==> src/rtl/xdefs.vh <==
// Shared definitions for the xdispctrl peripheral: bus data width, register
// map, CTRL bit positions and the all-segments-off pattern.
`ifndef XDEFS_VH
`define XDEFS_VH

`ifndef DATA_W
`define DATA_W 32
`endif

// Register map
`define XDISP_ADDR_D0   3'd0
`define XDISP_ADDR_D3   3'd3
`define XDISP_ADDR_CTRL 3'd4

// CTRL bit positions
`define XDISP_CTRL_EN   0
`define XDISP_CTRL_GAP  1

// Segment pattern with every segment and dp dark (active-low drive)
`define XDISP_BLANK     8'hFF

`endif

==> src/rtl/xdispctrl_pkg.sv <==
// Package for xdispctrl: scan FSM state encodings and the anode helper.
// No ports.
package xdispctrl_pkg;

   localparam int NUM_DIGITS = 4;

   // Scan FSM encodings
   localparam logic [0:0] ST_SHOW = 1'b0;
   localparam logic [0:0] ST_GAP  = 1'b1;

   // Active-low anode select for digit idx
   function automatic logic [3:0] anode_sel(input logic [1:0] idx);
      return ~(4'b0001 << idx);
   endfunction

endpackage

==> src/rtl/xseg7dec.sv <==
// Hex digit to seven-segment decoder (combinational).
// Ports:
//   hex_i  - 4-bit hex value
//   seg_o  - active-high segments {g,f,e,d,c,b,a}
module xseg7dec (
   input  logic [3:0] hex_i,
   output logic [6:0] seg_o
);

   always_comb begin
      seg_o = 7'h00;
      case (hex_i)
         4'h0: seg_o = 7'h3F;
         4'h1: seg_o = 7'h06;
         4'h2: seg_o = 7'h5B;
         4'h3: seg_o = 7'h4F;
         4'h4: seg_o = 7'h66;
         4'h5: seg_o = 7'h6D;
         4'h6: seg_o = 7'h7D;
         4'h7: seg_o = 7'h07;
         4'h8: seg_o = 7'h7F;
         4'h9: seg_o = 7'h6F;
         4'hA: seg_o = 7'h77;
         4'hB: seg_o = 7'h7C;
         4'hC: seg_o = 7'h39;
         4'hD: seg_o = 7'h5E;
         4'hE: seg_o = 7'h79;
         default: seg_o = 7'h71;
      endcase
   end

endmodule

==> src/rtl/xdispctrl.sv <==
// Four-digit multiplexed seven-segment display controller on the picoVersat
// peripheral bus.
// Parameters:
//   DIV_W     - refresh prescaler width; each digit is held 2**DIV_W clocks
// Ports:
//   clk       - system clock, rising edge
//   rst       - synchronous active-high reset
//   sel, we   - bus select / write enable
//   addr      - register address (0-3 digits, 4 CTRL, 5-7 reserved)
//   data_in   - write data, bits [7:0] used
//   data_out  - registered read data, zero-extended
//   Disp      - segments, active-low {dp,g..a}
//   Disp_sel  - digit anodes, active-low
// Build option DISP_DECODE_EN: digit registers hold a hex nibble plus dp
// (bit 4) and are decoded through xseg7dec; otherwise digit registers hold
// raw active-high segments.
`include "xdefs.vh"

module xdispctrl
   import xdispctrl_pkg::*;
#(
   parameter int DIV_W = 16
) (
   input  logic              clk,
   input  logic              rst,
   input  logic              sel,
   input  logic              we,
   input  logic [2:0]        addr,
   input  logic [`DATA_W-1:0] data_in,
   output logic [`DATA_W-1:0] data_out,
   output logic [7:0]        Disp,
   output logic [3:0]        Disp_sel
);

   logic [NUM_DIGITS-1:0][7:0] dig_q, dig_d;
   logic [1:0]                 ctrl_q, ctrl_d;
   logic [DIV_W-1:0]           presc_q, presc_d;
   logic [1:0]                 idx_q, idx_d;
   logic [0:0]                 state_q, state_d;
   logic [`DATA_W-1:0]         rdata_q, rdata_d;
   logic [7:0]                 disp_q, disp_d;
   logic [3:0]                 dsel_q, dsel_d;

   logic       wr, rd, en, gap_en, tc;
   logic [7:0] cur, pattern;

   assign wr     = sel & we;
   assign rd     = sel & ~we;
   assign en     = ctrl_q[`XDISP_CTRL_EN];
   assign gap_en = ctrl_q[`XDISP_CTRL_GAP];
   assign tc     = (presc_q == '1);
   assign cur    = dig_q[idx_q];

`ifdef DISP_DECODE_EN
   logic [6:0] seg;
   logic       unused_dec;

   xseg7dec u_dec (
      .hex_i (cur[3:0]),
      .seg_o (seg)
   );

   // dp sits in bit 4 of the digit register, segments come from the nibble
   assign pattern    = {cur[4], seg};
   assign unused_dec = ^cur[7:5];
`else
   assign pattern = cur;
`endif

   logic unused_bits;
   assign unused_bits = ^data_in[`DATA_W-1:8];

   // Register writes
   always_comb begin
      dig_d  = dig_q;
      ctrl_d = ctrl_q;
      if (wr) begin
         if (addr <= `XDISP_ADDR_D3) begin
            dig_d[addr[1:0]] = data_in[7:0];
         end else if (addr == `XDISP_ADDR_CTRL) begin
            ctrl_d[`XDISP_CTRL_EN]  = data_in[`XDISP_CTRL_EN];
            ctrl_d[`XDISP_CTRL_GAP] = data_in[`XDISP_CTRL_GAP];
         end
      end
   end

   // Register reads: captured from the pre-write register contents
   always_comb begin
      rdata_d = rdata_q;
      if (rd) begin
         rdata_d = '0;
         if (addr <= `XDISP_ADDR_D3) begin
            rdata_d[7:0] = dig_q[addr[1:0]];
         end else if (addr == `XDISP_ADDR_CTRL) begin
            rdata_d[1:0] = ctrl_q;
         end
      end
   end

   // Scan sequencer. The prescaler is frozen during GAP so each digit still
   // gets a full 2**DIV_W clocks of on-time after the dead cycle.
   always_comb begin
      presc_d = presc_q;
      idx_d   = idx_q;
      state_d = state_q;
      if (!en) begin
         presc_d = '0;
         state_d = ST_SHOW;
      end else begin
         case (state_q)
            ST_SHOW: begin
               presc_d = presc_q + 1'b1;
               if (tc) begin
                  idx_d = idx_q + 2'd1;
                  if (gap_en) state_d = ST_GAP;
               end
            end
            default: state_d = ST_SHOW;
         endcase
      end
   end

   // Output stage: one register behind the scan state, built from the
   // current digit registers so a write is never shown stale.
   always_comb begin
      disp_d = `XDISP_BLANK;
      dsel_d = 4'hF;
      if (en && state_q == ST_SHOW) begin
         disp_d = ~pattern;
         dsel_d = anode_sel(idx_q);
      end
   end

   always_ff @(posedge clk) begin
      if (rst) begin
         dig_q   <= '0;
         ctrl_q  <= '0;
         presc_q <= '0;
         idx_q   <= '0;
         state_q <= ST_SHOW;
         rdata_q <= '0;
         disp_q  <= `XDISP_BLANK;
         dsel_q  <= 4'hF;
      end else begin
         dig_q   <= dig_d;
         ctrl_q  <= ctrl_d;
         presc_q <= presc_d;
         idx_q   <= idx_d;
         state_q <= state_d;
         rdata_q <= rdata_d;
         disp_q  <= disp_d;
         dsel_q  <= dsel_d;
      end
   end

   assign data_out = rdata_q;
   assign Disp     = disp_q;
   assign Disp_sel = dsel_q;

endmodule

==> config.mk <==
export PLATFORM = sky130hd
export DESIGN_NAME = xdispctrl
export DESIGN_NICKNAME = d
export VERILOG_FILES = /design/src/rtl/xdispctrl_pkg.sv /design/src/rtl/xseg7dec.sv /design/src/rtl/xdispctrl.sv
export VERILOG_INCLUDE_DIRS = /design/src /design/src/rtl
export SDC_FILE = /design/constraint.sdc
export NUM_CORES = 1
export LEC_CHECK = 0
export CAP_MARGIN = 20
export CORE_UTILIZATION = 53
export DETAILED_ROUTE_END_ITERATION = 10
export PLACE_DENSITY = 0.85
export SLEW_MARGIN = 20
export SYNTH_ARGS = -nofsm -noshare
export SYNTH_HDL_FRONTEND = slang
export SYNTH_SLANG_ARGS = --single-unit
==> constraint.sdc <==
create_clock -name clk -period 3.8 [get_ports clk]
set_clock_uncertainty 0.2 [all_clocks]
set_input_delay 0.76 -clock clk [delete_from_list [all_inputs] [get_ports clk]]
set_output_delay 0.76 -clock clk [all_outputs]
set_load 0.01 [all_outputs]
==> out/summary.log, run 1 <==
[status] run status completed
[cts] Inserted Clock Buffers 9
[detailed_routing] final wirelength 6510 um
[synth] post-synth design cell area 0.00329 mm2
[cts] clock latency on the worst-skew pair 350 ps
[synth] ys async rst share 0%
[sta] setup repair after global routing missed its margin false
[critical_path] critical path cell sequence clkdlybuf4s50_1, or4b_2, mux2i_1, nor2_1
[synth] xor-xnor portion of the synthesized cell area 2.66%
[cts] Root Buffer Master clkbuf_8
[sta] final worst-path cycle share 69.8%
[critical_path] type of the setup path with the least slack in -> reg
[die] Core Footprint 0.00596 mm2
[layout] most frequent cells in the layout dfxtp_1, nor2_1, mux2i_1
[synth] share of the synthesized area in compound gates (AO/OA/AOI/OAI) 3.73%
[cts] number of post-CTS setup repair buffers 0
[sta] least setup slack across all paths after layout 1150 ps
[critical_path] critical path required time 3830 ps
[synth] mean instance size in the synthesized netlist 10.3 um2
[synth] FF+latch count, synth 73
[sta] Max Transition Viols Final 0
[die] DIE WIDTH 80.8 um
[grt] pin count of the biggest net entering global routing 48
[layout] Layout Utilization 65.2%
[detailed_routing] Vias/cell 5.49
[synth] proportion of synthesized area in mux cells 22.2%
[detailed_routing] antenna-violating nets left 0
[die] y dimension of the die 80.8 um
[cts] number of H-tree levels 3
[layout] net count of the finished layout 397
[synth] dominant register cell in the synthesized netlist dfxtp_1
[synth] Synth Area in Adders 1.90%
[grt] vias in the first global route 2283
[die] Die Area 0.00653 mm2
[flow_run] max cap viols 0
[cts] clock tree from TritonCTS yes
[synth] Syn Inst Count 318
[layout] fraction of final layout cells with drive strength greater than 1 12.6%
[critical_path] reg-to-reg setup timing slack 1840 ps
[die] initial core utilization 55.3%
[cts] post-cts gate resize count 0
[critical_path] critical path fanouts, max 10
[sta] final number of setup-violating endpoints 0
[synth] count of warnings emitted by yosys 0
[power_and_ir_drop] maximum vdd drop 0.299 mV
[power_and_ir_drop] power density cells 425 mW/mm2
[layout] area added between synthesis and finish 18.0%
[detailed_routing] Iteration-0 DRC Markers 135
[grt] number of antenna violations at the first check in global routing 0
[sta] fin crit period 2650 ps
[grt] overflow left after global routing 0
[cts] total clock sinks 73
[critical_path] Crit path arrival time 2680 ps
[critical_path] capturing element type of the critical path flip-flop
[cts] deepest clock path buffer count 2
[synth] number of enable flip-flop cells after synthesis 0
[sta] maximum operating frequency 0.377 GHz
[layout] most common cell after layout, fill and taps aside dfxtp_1
[detailed_routing] via count 2378
[grt] Total Routing Usage GR 22.6%
[grt] wire length of the first global-routing pass 10900 um
[synth] post-synthesis sequential area ratio 44.4%
[detailed_routing] average wire length per cell after detail routing 15.0 um
[synth] simple-gate share of the synthesized area 16.8%
[synth] main combinational cell family by area after synthesis multiplexers
[synth] post-synthesis cell type count 39
[place] number of buffers inserted by port buffering 34
[place] sum of net half-perimeters after detailed placement 4450 um
[sta] Tightest Pin Transition 689 ps
[cts] post-cts hold buffer count 0
[critical_path] Slowest Stage Delay on Critical Path 980 ps
[sta] Hold Violations, Final 0
[die] IO Pins 83
[power_and_ir_drop] leakage power figure 1.57 nW
[min_path] worst min-delay path class reg -> reg
[place] final weighted congestion in routability-driven placement 0.807
[sta] sum of negative setup slack 0 ps
[critical_path] CP Launch Type input port
[cts] register clock-pin slew on the reported worst setup and hold paths 80 ps
[detailed_routing] detailed-routing iteration count for the pre-antenna-repair pass 4
[critical_path] cell type of the slowest stage on the worst timing path or4b_2
[place] pre-CTS setup slack 798 ps
[layout] number of inserted diodes 0
[detailed_routing] DRC violation count after routing 0
[die] number of core rows 28
[sta] Relative slew margins 54.0%
[final timing paths]
kind / cells after the start / start / endpoint
max: 4 / addr[1] / dig_q[15]
min: 2 / presc_q[15] / presc_q[15]
max reg2reg: 4 / presc_q[4] / idx_q[0]
min reg2reg: 2 / presc_q[15] / presc_q[15]
[metal layers]
metal / wire, um / track usage (%) / up-vias
met5: 0 / 0 / -
met4: 133 / 8.04 / 0
met3: 330 / 5.39 / 13
met2: 3330 / 38.8 / 84
met1: 2720 / 27.6 / 1149
li1: - / - / 1132
[kinds of logic (layout without fill, tap and decap cells)]
| family | Yosys count | in the layout |
|---|---|---|
| simple gates | 113 | 113 |
| flops | 73 | 73 |
| mux | 53 | 53 |
| buf+inv | 45 | 62 |
| compound gates | 18 | 18 |
| xor+xnor | 10 | 10 |
| fa+ha+maj | 5 | 5 |
| other cells | 1 | 24 |
[registers in the layout, summed over array words and instances (netlist names)]
name and flops:
data_out 8, idx_q 2, state_q 1, Disp_sel 4, Disp 8, presc_q 16
dig_q 32, ctrl_q 2
[critical path, delay by kind of cell]
| family | cells | cell delay [ps] |
|---|---|---|
| buffers and inverters | 1 | 650 |
| muxes | 1 | 220 |
| and+or+nand+nor | 2 | 1040 |
[cell usage after synthesis (all sizes together) (2+ instances only)]
library cell | n | area [um2]
xnor2 | 5 | 43.8
inv | 4 | 15.0
a22oi | 6 | 45.0
nand2 | 19 | 71.3
o211ai | 2 | 15.0
nand3 | 4 | 20.0
a221oi | 2 | 17.5
or4 | 4 | 30.0
mux2i | 36 | 360
nor3 | 2 | 10.0
nand2b | 6 | 37.5
nor4 | 2 | 12.5
a31oi | 2 | 12.5
a21oi | 3 | 15.0
and3 | 2 | 12.5
nor2b | 2 | 12.5
ha | 5 | 62.6
dfxtp | 73 | 1460
mux4 | 16 | 360
nand4 | 6 | 52.6
buf | 30 | 213
clkbuf | 11 | 41.3
or3 | 2 | 12.5
o21ai | 2 | 10.0
xor2 | 5 | 43.8
nor2 | 56 | 210
[cell type report]
type                    instances  area [um2]
inverters                       4        15.0
multi-input cells             223        1650
clock inverters                 7         143
well taps                      75        93.8
clock buffers                   9         124
repair buffers                 42         400
flip-flops and latches         73        1460
fillers                       467        2070
[where the power goes]
group	total [W]	switching [W]	internal, W	leakage (nW)
clock network	0.000794	0.000292	0.000502	0.122
logic	0.0000817	0.0000472	0.0000346	0.863
registers	0.000775	0.00000456	0.000770	0.589
total	0.00165	0.000344	0.00131	1.57
[stage by stage]
step                std cells  cell area (um2)  power, W  hold slack, ps
floorplan                 341             3380  0.000857             252
CTS                       433             3880   0.00166             292
global route              433             3880   0.00170             310
finish                    433             3880   0.00165             292
global placement          417             3620  0.000872             266
detailed placement        417             3620  0.000874             280
No activity file was read; power rests on OpenSTA's default activity.
==> run 2: changes to the inputs <==
--- a/config.mk
+++ b/config.mk
@@ -7,9 +7,9 @@
 export NUM_CORES = 1
 export LEC_CHECK = 0
 export CAP_MARGIN = 20
-export CORE_UTILIZATION = 53
+export CORE_UTILIZATION = 49
 export DETAILED_ROUTE_END_ITERATION = 10
-export PLACE_DENSITY = 0.85
+export PLACE_DENSITY = 0.8
 export SLEW_MARGIN = 20
 export SYNTH_ARGS = -nofsm -noshare
 export SYNTH_HDL_FRONTEND = slang
==> constraint.sdc (replaced) <==
create_clock -name clk -period 2.7 [get_ports clk]
set_clock_uncertainty 0.2 [all_clocks]
set_input_delay 0.54 -clock clk [delete_from_list [all_inputs] [get_ports clk]]
set_output_delay 0.54 -clock clk [all_outputs]
set_load 0.01 [all_outputs]
==> run 2 against run 1 <==
The run now ends with DRC left. Critical path depth up 1. First-iteration DRC count down 9.6%. Via count shrank 1.5%. Sequential share of layout area grew 0.55 points. Sequential power up 41%. Clock power shrank 13%. Worst setup slack got worse by 770 ps. Die area rose by 8.0%. Count of clock-buffer cells in the layout up 1.
==> out/summary.log, run 2 (synthesis results as in run 1) <==
[sta] Relative slew margins 53.4% [-0.56 points]
[grt] overflow left after global routing 0 [unchanged]
[critical_path] type of the setup path with the least slack in -> reg
[grt] Total Routing Usage GR 19.7% [-2.9 points]
[place] sum of net half-perimeters after detailed placement 4450 um [+0.13%]
[place] placed instance area 0.00368 mm2 [+1.7%]
[detailed_routing] Vias/cell 5.34 [-2.8%]
[layout] most frequent cells in the layout dfxtp_1, nor2_1, mux2i_1
[sta] setup repair after global routing missed its margin false
[grt] pin count of the biggest net entering global routing 48 [unchanged]
[critical_path] cell type of the slowest stage on the worst timing path or4_1
[layout] register containing the most flip-flops in the final layout dig_q
[layout] most common cell after layout, fill and taps aside dfxtp_1
[layout] fraction of final layout cells with drive strength greater than 1 13.3% [+0.69 points]
[cts] post-cts hold buffer count 0 [unchanged]
[power_and_ir_drop] maximum vdd drop 0.472 mV [+57%]
[cts] number of H-tree levels 3 [unchanged]
[detailed_routing] DRC violation count after routing 5 [+5]
[status] failing checks DRC
[sta] final worst-path cycle share 86.0%
[cts] number of post-CTS setup repair buffers 0 [unchanged]
[detailed_routing] antenna-violating nets left 0 [unchanged]
[flow_run] max cap viols 0 [unchanged]
[power_and_ir_drop] power density cells 498 mW/mm2 [+17%]
[status] run status complete, but fails checks
[detailed_routing] via count 2343 [-1.5%]
[layout] max reg flops 32 [unchanged]
[critical_path] critical path cell sequence clkdlybuf4s50_1, buf_12, or4_1, mux2i_1, nor2_1
[critical_path] critical path required time 2710 ps [-1120 ps]
[cts] Root Buffer Master clkbuf_8
[grt] wire length of the first global-routing pass 10800 um [-1.6%]
[cts] deepest clock path buffer count 2 [unchanged]
[sta] final number of setup-violating endpoints 0 [unchanged]
[die] Die Area 0.00705 mm2 [+8.0%]
[critical_path] Slowest Stage Delay on Critical Path 820 ps [-160 ps]
[layout] net count of the finished layout 403 [+1.5%]
[critical_path] capturing element type of the critical path flip-flop
[detailed_routing] Iteration-0 DRC Markers 122 [-9.6%]
[die] DIE WIDTH 84.0 um [+3.9%]
[die] IO Pins 83 [unchanged]
[cts] Inserted Clock Buffers 9 [unchanged]
[place] final weighted congestion in routability-driven placement 0.764 [-5.4%]
[layout] largest registers in the final layout dig_q: 32 flops, presc_q: 16 flops
[die] initial core utilization 51.2% [-4.0 points]
[sta] Hold Violations, Final 0 [unchanged]
[cts] register clock-pin slew on the reported worst setup and hold paths 70 ps [about the same]
[detailed_routing] average wire length per cell after detail routing 14.7 um [-2.4%]
[grt] vias in the first global route 2243 [-1.8%]
[die] Core Footprint 0.00642 mm2 [+7.8%]
[critical_path] Crit path arrival time 2330 ps [-350 ps]
[layout] Layout Utilization 59.6% [-5.6 points]
[die] y dimension of the die 84.0 um [+3.9%]
[sta] hold slack 286 ps [-6.41 ps]
[sta] Max Transition Viols Final 0 [unchanged]
[critical_path] CP Launch Type input port
[die] number of core rows 29 [+3.6%]
[power_and_ir_drop] leakage power figure 1.56 nW [-0.71%]
[cts] clock latency on the worst-skew pair 340 ps [about the same]
[layout] number of inserted diodes 0 [unchanged]
[detailed_routing] detailed-routing iteration count for the pre-antenna-repair pass 7 [+3]
[sta] sum of negative setup slack 0 ps [unchanged]
[layout] area added between synthesis and finish 16.3%
[cts] post-cts gate resize count 0 [unchanged]
[sta] fin crit period 2320 ps
[sta] Tightest Pin Transition 698 ps [+8.46 ps]
[cts] clock tree from TritonCTS yes
[place] number of buffers inserted by port buffering 34 [unchanged]
[cts] total clock sinks 73 [unchanged]
[sta] maximum operating frequency 0.431 GHz
[critical_path] critical path fanouts, max 12 [+2]
[detailed_routing] final wirelength 6450 um [-1.0%]
[min_path] worst min-delay path class reg -> reg
[layout] finished layout cell area 0.00383 mm2 [-1.4%]
[grt] number of antenna violations at the first check in global routing 0 [unchanged]
==> run 2: changes by cell type in the layout (fill, tap and decap cells not counted) <==
cell | previous run | this run
buf_4 | 8 | 13
bufinv_16 | 4 | 0
clkinv_2 | 0 | 3
clkinvlp_4 | 3 | 1
buf_12 | 0 | 1
clkbuf_1 | 0 | 1
==> run 2: path summary, 6_finish.rpt <==
path	startpoint	endpoint	slack, ps	cells after the start
min	presc_q[15]	presc_q[15]	290	2
max	addr[1]	dig_q[0]	380	5
min reg2reg	presc_q[15]	presc_q[15]	290	2
max reg2reg	presc_q[4]	idx_q[0]	680	4
==> run 2: metal layers <==
metal	vias up	track usage, %	share of wire, %
li1	1140	-	-
met1	1132	24.9	45
met2	64	32.0	50
met3	7	6.03	4.1
met4	0	6.58	0.88
met5	-	0	0
==> run 2: final cells by class <==
| type | instances | area (um2) |
|---|---|---|
| Clock buffer | 10 | 128 |
| Clock inverter | 4 | 22.5 |
| Fill cell | 547 | 2590 |
| Inverter | 4 | 15.0 |
| Multi-Input combinational cell | 223 | 1650 |
| Sequential cell | 73 | 1460 |
| Tap cell | 77 | 96.3 |
| Timing Repair Buffer | 48 | 458 |
==> run 2: stage by stage <==
stage          worst slack, ps  power (W)  cells
6_report                   377    0.00191    439
5_1_grt                    305    0.00198    439
4_1_cts                    383    0.00192    439
3_5_place_dp              15.5    0.00124    425
3_3_place_gp              78.6    0.00123    425
2_1_floorplan              779    0.00121    341
==> run 2: report_power, final <==
group	internal [W]	switching (W)
logic	0.0000546	0.0000673
clock network	0.000318	0.000375
registers	0.00108	0.00000619
total	0.00146	0.000449
==> run 2: worst max-delay path, delay by kind of cell <==
family                 cells  cell delay [ps]
buffers and inverters      2              650
and+or+nand+nor            2              870
muxes                      1              260
